## src/rtl/shift_result_stage_pkg.sv

```systemverilog
// Shared definitions for the shift/rotate result stage: operand widths, opcodes
// and the per-entry record held in the result buffer.
package shift_result_stage_pkg;

  localparam int DATA_W = 8;
  localparam int CNT_W  = 3;

  localparam logic [1:0] OP_SHL = 2'b00;
  localparam logic [1:0] OP_SHR = 2'b01;
  localparam logic [1:0] OP_ROL = 2'b10;
  localparam logic [1:0] OP_ROR = 2'b11;

  typedef struct packed {
    logic [DATA_W-1:0] result;
    logic              zero;
    logic              neg;
    logic              carry;
  } entry_t;

endpackage

```

## src/rtl/shift_result_stage_carry_calc.sv

```systemverilog
// Combinational carry-out derivation for one shifter transaction.
// A zero shift count leaves the carry unchanged from the previous push.
module shift_carry_calc
  import shift_result_stage_pkg::*;
(
  input  logic [DATA_W-1:0] data,
  input  logic [DATA_W-1:0] result,
  input  logic [CNT_W-1:0]  shift_count,
  input  logic [1:0]        operation,
  input  logic              carry_state,
  output logic              carry
);

  logic [CNT_W:0]   shl_idx;
  logic [CNT_W-1:0] shr_idx;

  // Shifts take the last bit pushed out of the operand; rotates take the bit
  // that wrapped around, which is visible at the opposite end of the result.
  always_comb begin
    shl_idx = (CNT_W+1)'(DATA_W) - {1'b0, shift_count};
    shr_idx = shift_count - CNT_W'(1);
    carry   = carry_state;
    if (shift_count != '0) begin
      case (operation)
        OP_SHL:  carry = data[shl_idx[CNT_W-1:0]];
        OP_SHR:  carry = data[shr_idx];
        OP_ROL:  carry = result[0];
        default: carry = result[DATA_W-1];
      endcase
    end
  end

endmodule

```

## src/rtl/shift_result_stage.sv

```systemverilog
// Registered result stage behind the shift/rotate unit: computes flags at push
// time and queues entries in a small in-order buffer with valid/ready on both sides.
module shift_result_stage
  import shift_result_stage_pkg::*;
#(
  parameter int DEPTH = 2
) (
  input  logic              clk,
  input  logic              rst_n,
  input  logic              clear,
  input  logic              in_valid,
  output logic              in_ready,
  input  logic [DATA_W-1:0] data,
  input  logic [CNT_W-1:0]  shiftCount,
  input  logic [1:0]        operation,
  input  logic [DATA_W-1:0] result,
  output logic              out_valid,
  input  logic              out_ready,
  output logic [DATA_W-1:0] out_result,
  output logic              out_zero,
  output logic              out_neg,
  output logic              out_carry
);

  localparam int PTR_W = $clog2(DEPTH);

  entry_t           mem [DEPTH];
  entry_t           new_entry;
  entry_t           head_q;
  entry_t           head_next;
  logic [PTR_W-1:0] rd_ptr;
  logic [PTR_W-1:0] wr_ptr;
  logic [PTR_W-1:0] rd_ptr_inc;
  logic [PTR_W:0]   occ;
  logic [PTR_W:0]   occ_next;
  logic             carry_state;
  logic             new_carry;
  logic             push;
  logic             pop;

  shift_carry_calc u_carry (
    .data        (data),
    .result      (result),
    .shift_count (shiftCount),
    .operation   (operation),
    .carry_state (carry_state),
    .carry       (new_carry)
  );

  assign push       = in_valid && in_ready;
  assign pop        = out_valid && out_ready;
  assign out_valid  = (occ != '0);
  assign rd_ptr_inc = rd_ptr + PTR_W'(1);

  assign new_entry.result = result;
  assign new_entry.zero   = (result == '0);
  assign new_entry.neg    = result[DATA_W-1];
  assign new_entry.carry  = new_carry;

  // Outputs come from a head register rather than the RAM so they hold the
  // last shown entry once the buffer drains.
  always_comb begin
    occ_next  = occ;
    head_next = head_q;
    if (push && !pop) begin
      occ_next = occ + 1'b1;
    end else if (!push && pop) begin
      occ_next = occ - 1'b1;
    end
    if (occ_next != '0) begin
      if ((occ == '0) || (pop && (occ == (PTR_W+1)'(1)))) begin
        head_next = new_entry;
      end else if (pop) begin
        head_next = mem[rd_ptr_inc];
      end else begin
        head_next = mem[rd_ptr];
      end
    end
  end

  always_ff @(posedge clk or negedge rst_n) begin
    if (!rst_n) begin
      for (int i = 0; i < DEPTH; i++) begin
        mem[i] <= '0;
      end
    end else if (!clear && push) begin
      mem[wr_ptr] <= new_entry;
    end
  end

  // Clear flushes occupancy and carry history but leaves the head register
  // alone, so the outputs keep their last value while out_valid is low.
  always_ff @(posedge clk or negedge rst_n) begin
    if (!rst_n) begin
      rd_ptr      <= '0;
      wr_ptr      <= '0;
      occ         <= '0;
      in_ready    <= 1'b1;
      carry_state <= 1'b0;
      head_q      <= '0;
    end else if (clear) begin
      rd_ptr      <= '0;
      wr_ptr      <= '0;
      occ         <= '0;
      in_ready    <= 1'b1;
      carry_state <= 1'b0;
    end else begin
      if (push) begin
        wr_ptr      <= wr_ptr + PTR_W'(1);
        carry_state <= new_carry;
      end
      if (pop) begin
        rd_ptr <= rd_ptr_inc;
      end
      occ      <= occ_next;
      in_ready <= (occ_next < (PTR_W+1)'(DEPTH));
      head_q   <= head_next;
    end
  end

  assign out_result = head_q.result;
  assign out_zero   = head_q.zero;
  assign out_neg    = head_q.neg;
  assign out_carry  = head_q.carry;

endmodule

```

## config.mk

```make
export PLATFORM = sky130hd
export DESIGN_NAME = shift_result_stage
export DESIGN_NICKNAME = d
export VERILOG_FILES = /design/src/rtl/shift_result_stage_pkg.sv /design/src/rtl/shift_result_stage_carry_calc.sv /design/src/rtl/shift_result_stage.sv
export SDC_FILE = /design/constraint.sdc
export NUM_CORES = 1
export LEC_CHECK = 0
export ABC_CLOCK_PERIOD_IN_PS = 3020
export BUFFER_PORTS_ARGS = -buffer_cell sky130_fd_sc_hd__buf_2
export CAP_MARGIN = 20
export CORE_MARGIN = 3
export CORE_UTILIZATION = 54
export CTS_CLUSTER_DIAMETER = 60
export DETAILED_ROUTE_END_ITERATION = 16
export PLACE_DENSITY = 0.79
export RECOVER_POWER = 50
export SETUP_SLACK_MARGIN = 0.4
export SYNTH_ARGS = -nofsm -noshare
export SYNTH_HDL_FRONTEND = slang
export SYNTH_HIERARCHICAL = 1
export SYNTH_SLANG_ARGS = --single-unit
export TNS_END_PERCENT = 100
```

## constraint.sdc

```tcl
create_clock -name clk -period 3.02 [get_ports clk]
set_input_delay 0.151 -clock clk [delete_from_list [all_inputs] [get_ports clk]]
set_output_delay 0.151 -clock clk [all_outputs]
set_load 0.1 [all_outputs]
```

[Yosys cells after proc, flatten, opt, wreduce, memory -nomap -nowiden]
Cells that the tools add are included.
W data, S select, Z words.
Cells by class
  bitwise operators: 4
  add/sub/neg operators: 6
  equal/unequal tests: 3
  multiplexer cells: 27
  reduce and logical (&&, ||, !) cells: 20
  magnitude comparators: 7
Operators with widths (count)
  $mux W11: 9
  $bwmux W22: 1
  $demux W11 S1: 1
  $mux W1: 10
  $logic_not A8 Y1: 1
  $lt A3 B4 Y1 const B: 2
  $reduce_bool A2 Y1: 4
  $logic_and A1 B1 Y1: 7
  $bmux W1 S3: 2
  $ge A2 B2 Y1 const B: 3
  $mux W2: 3
  $not A1 Y2: 3
  $eq A2 B1 Y1 const B: 2
  $logic_not A2 Y1: 2
  $logic_not A1 Y1: 3
  $pmux W1 S3: 1
  $reduce_bool A3 Y1: 1
  $sub A1 B3 Y3 const A: 1
  $sub A3 B1 Y3 const B: 1
  $add A1 B1 Y1 const B: 2
  $add A2 B1 Y2 const B: 1
  $eq A2 B2 Y1 const B: 1
  $lt A2 B1 Y1 const B: 1
  $lt A2 B2 Y1 const B: 1
  4 further kinds: 4
Word-level totals
  output and inout port bits: 13
  word-level logic and storage cells: 84
  input bits: 26
  register bits: 39

[Longest topological paths before layout]
  word-level depth: 7
  gate-level depth with buffers: 10
  depth with buffers taken out: 10

[Cells and area by module]
Netlist, hierarchy kept.
Modules (own cells, without submodules)
  shift_result_stage: cells an instance 142, times used 1, sequential area each 902.1 um^2, area each 1710.4 um^2
  shift_carry_calc: cells an instance 24, times used 1, sequential area each 0.0 um^2, area each 234.0 um^2

[Worst setup path before layout]
Ideal clock, no wire load.
  path type: reg-to-reg
  start point: register in_ready
  end point: register head_q (netlist bit out_result[7])
  buffers on the path: 0
  data arrival time: 2.248 ns
  data required time: 2.894 ns
  cell stages (with the launch flop): 6
  clock period less this slack: 2.373 ns
  slack: 0.647 ns
  library setup time: 0.126 ns
  cell sequence: dfstp_2 nand2_2 xnor2_2 inv_2 a311oi_4 mux2_2
Between the ends
  longest elaborated chain between the ends: 7
  elaborated cells on any way between the ends: 8
  classes of those cells: mux (2); reduce/logical (6)
RTL lines
  start, declared: line shift_result_stage.sv:12  | output logic in_ready,
  start signal, assigned: line shift_result_stage.sv:116  | in_ready <= (occ_next < (PTR_W+1)'(DEPTH));
  $logic_and A1 B1 Y1 (*): line shift_result_stage.sv:50  | assign push = in_valid && in_ready;
  $logic_not A1 Y1: line shift_result_stage.sv:67  | end else if (!push && pop) begin
  $logic_and A1 B1 Y1: line shift_result_stage.sv:67
  $mux W2: line shift_result_stage.sv:67
  $mux W2 (*): line shift_result_stage.sv:65  | if (push && !pop) begin
  $reduce_bool A2 Y1 (*): line shift_result_stage.sv:70  | if (occ_next != '0) begin
  $reduce_and A2 Y1 (no source line) (*)
  end signal, assigned: line shift_result_stage.sv:117  | head_q <= head_next;
  end, declared: line shift_result_stage.sv:29  | entry_t head_q;
Every way passes the cells marked *; elsewhere a longest branch is shown, timed or not.
A chain may end at the register's enable or synchronous reset.

[Final worst setup path]
  start point: register occ[0]
  end point: register head_q (netlist bit out_result[7])
Between the ends
  longest elaborated chain between the ends: 7
  elaborated cells on any way between the ends: 17
  classes of those cells: add/sub (2); eq/ne (1); mux (4); reduce/logical (10)
RTL lines
  start, declared: line shift_result_stage.sv:34  | logic [PTR_W:0] occ;
  start signal, assigned: line shift_result_stage.sv:115  | occ <= occ_next;
  parallel branches: the longest is 7 deep, another holds $sub A2 B1 Y2
Several ways; the timed one is not identified.

==> impl_metrics.yaml <==
die:
  die_area_um2: 4360
  core_um2: 3390
  start_util_pct: 57.4
  die_h_um: 66.0
  chipWidth_um: 66.0
  fp-row-count: 21
  ios: 39
sta:
  skew_ps: 12.3
  grt_setup_unrepaired: "no"
  hold_slack_ps: 66.8
  setup-tns-final_ps: 0
  worstMarginPinSlew_ps: 1880
  final-setup-viol-count: 0
  period_minus_slack_ps: 2340
  max_freq_mhz: 427
  relSlewSlack_pct: -25.5
  drv_slew: 37
  finalHoldViolCount: 0
  fin_crit_sh_pct: 77.6
cells_and_area:
  layout_commonest_cell: "dfrtp_1"
  fin_area_um2: 2270
  layout-drive-gt1-share_pct: 38.8
  top_register: "mem"
  seq_area_um2: 902
  largest_reg_flops: 20
  diodes: 0
  multiInputGateArea_um2: 966
  area_growth_pct: 16.6
  nets: 239
  mostFrequentLayoutCells: "35 x dfrtp_1, 32 x buf_2, 28 x mux2_2"
  fin_cells: 255
  fillers: 251
placed_design:
  place_hpwl_mm: 2.94
  place_congestion: 0.793
  dp_cells: 245
  io_buffers: 38
  place_area_um2: 2160
critical_path:
  cp_cell_sequence: "inv_1 -> ha_1 -> nor2b_2 -> xnor2_2 -> inv_2 -> a311oi_4 -> buf_12 -> mux2_2"
  max_stage_delay_ps: 400
  critPathCaptureType: "register"
  r2r-end: "out_result[7]"
  startpoint_type: "register"
  cp-endpoint: "out_result[7]"
  crit_slowest_cell: "dfrtp_1"
  path_class: "register to register"
  startpoint: "occ[0]"
  crit_fanout: 10
  reg2regPathDepth: 8
  regToRegStartpoint: "occ[0]"
  ff2ff_setup_slack_ps: 680
  cp_data_arrival_time_ps: 2570
  critPathRequiredTime_ps: 3240
drt:
  drt-initial-drc-count: 44
  routed_wl_mm: 4.08
  vias_per_cell: 5.62
  drt_pass1_iterations: 4
  wl_per_cell_um: 16.0
  drc: 0
  postRouteAntennaNets: 0
  via_count: 1434
yosys:
  syn_area_per_cell_um2: 11.7
  synth_top_area_share_pct: 45.0
  synth-edff-count: 0
  synth-main-ff-cell: "dfrtp_1"
  ys_top_cells_by_area: "dfrtp_1 45%, mux2_2 16%, mux2i_1 6.2%"
  ys_warn_count: 6
  ys_types: 36
  seq_area_frac_synth_pct: 46.4
  synthesis.nets: 197
  yosys.area.top_type: "dfrtp_1"
  netlist_instances: 166
  syn-cell-area_um2: 1940
  synthArstFlopShare_pct: 100
  ys_ff_latch: 36
run_status:
  status: "finished with violations"
  violations: "capacitance limit, slew limit"
cts:
  clock_latency_ps: 340
  cts_buffers: 5
  cts_tree: "yes"
  cts.clk_slew.worst_paths_ps: 110
  cts_buffer_depth: 2
  clock_sinks: 36
  clock-root-buffer: "clkbuf_4"
  htreeDepth: 2
worst_hold_path:
  hold_depth: 3
  holdCritPathClass: "primary input to register"
  hp-start: "in_valid"
global_route:
  grt.total_usage_pct: 20.7
  grt_pass1_vias: 1466
  grt_overflow: 0
  antenna_found_initial: 0
  grt_pass1_wl_mm: 6.74
  grt_max_degree: 37
flow_run:
  drv_cap: 1
==> cell type report <==
cell class,instances,share of cell area (%)
Multi-Input combinational cell,113,42.6
Sequential cell,36,39.8
Timing Repair Buffer,42,10.0
Tap cell,46,2.54
Clock buffer,6,1.82
Inverter,10,1.66
Clock inverter,2,1.55
==> worst max-delay path, delay by kind of cell, from the launching register on <==
family                     cells  cell delay (ps)
and+or+nand+nor                1              330
adders and majority gates      1              260
AOI/OAI and AO/OA              1              330
DFF                            1              400
xor gates and xnor gates       1              180
muxes                          1              330
buffers and inverters          3              380
==> worst min path at each step <==
stage,endpoint
after CTS,carry_state
final,carry_state
after global placement,occ[1]
after floorplan,carry_state
after global routing,carry_state
after detailed placement,occ[1]
==> layer usage <==
| layer | global-route usage, % | part of all wire (%) |
|---|---|---|
| met1 | 23.3 | 39 |
| met2 | 37.5 | 56 |
| met3 | 4.25 | 3.8 |
| met4 | 8.88 | 1.7 |
| met5 | 0 | 0 |
==> stage by stage <==
stage                     util [%]  setup WS, ps
after floorplan                  -           647
after global placement        63.8           533
after detailed placement      63.8           365
after CTS                     66.9           400
after global routing          66.9           576
final                         66.9           678
==> Yosys cell counts (2+ instances only) <==
master,count
buf_6,2
inv_1,9
a21oi_1,12
mux2_2,28
clkbuf_1,3
mux2i_1,12
xor2_1,2
ha_1,5
dfrtp_1,35
o21ai_0,3
a31oi_1,2
nand3_1,3
mux4_1,3
nand2_1,8
nor2_1,17
nor4_1,2
==> repair_timing <==
| item | 4_1_cts | 5_1_grt |
|---|---|---|
| pin swaps | 1 | 0 |
| setup endpoints to repair | 9 | 5 |
| gates resized for setup | 0 | 2 |
| setup buffers | 1 | 0 |
| hold buffers | 1 | 0 |
| cloned | 0 | 0 |
| hold endpoints to repair | 35 | 0 |
==> cell families after synthesis <==
logic type / share of synthesized area [%]
buf+inv: 4.31
simple gates: 8.88
mux: 26.4
flops: 46.4
xor+xnor: 2.19
fa+ha+maj: 3.22
compound gates: 8.56
Power is left out: the tool's default activity adds up to more than one toggle a clock period on the data nets, which glitch-free logic cannot reach.
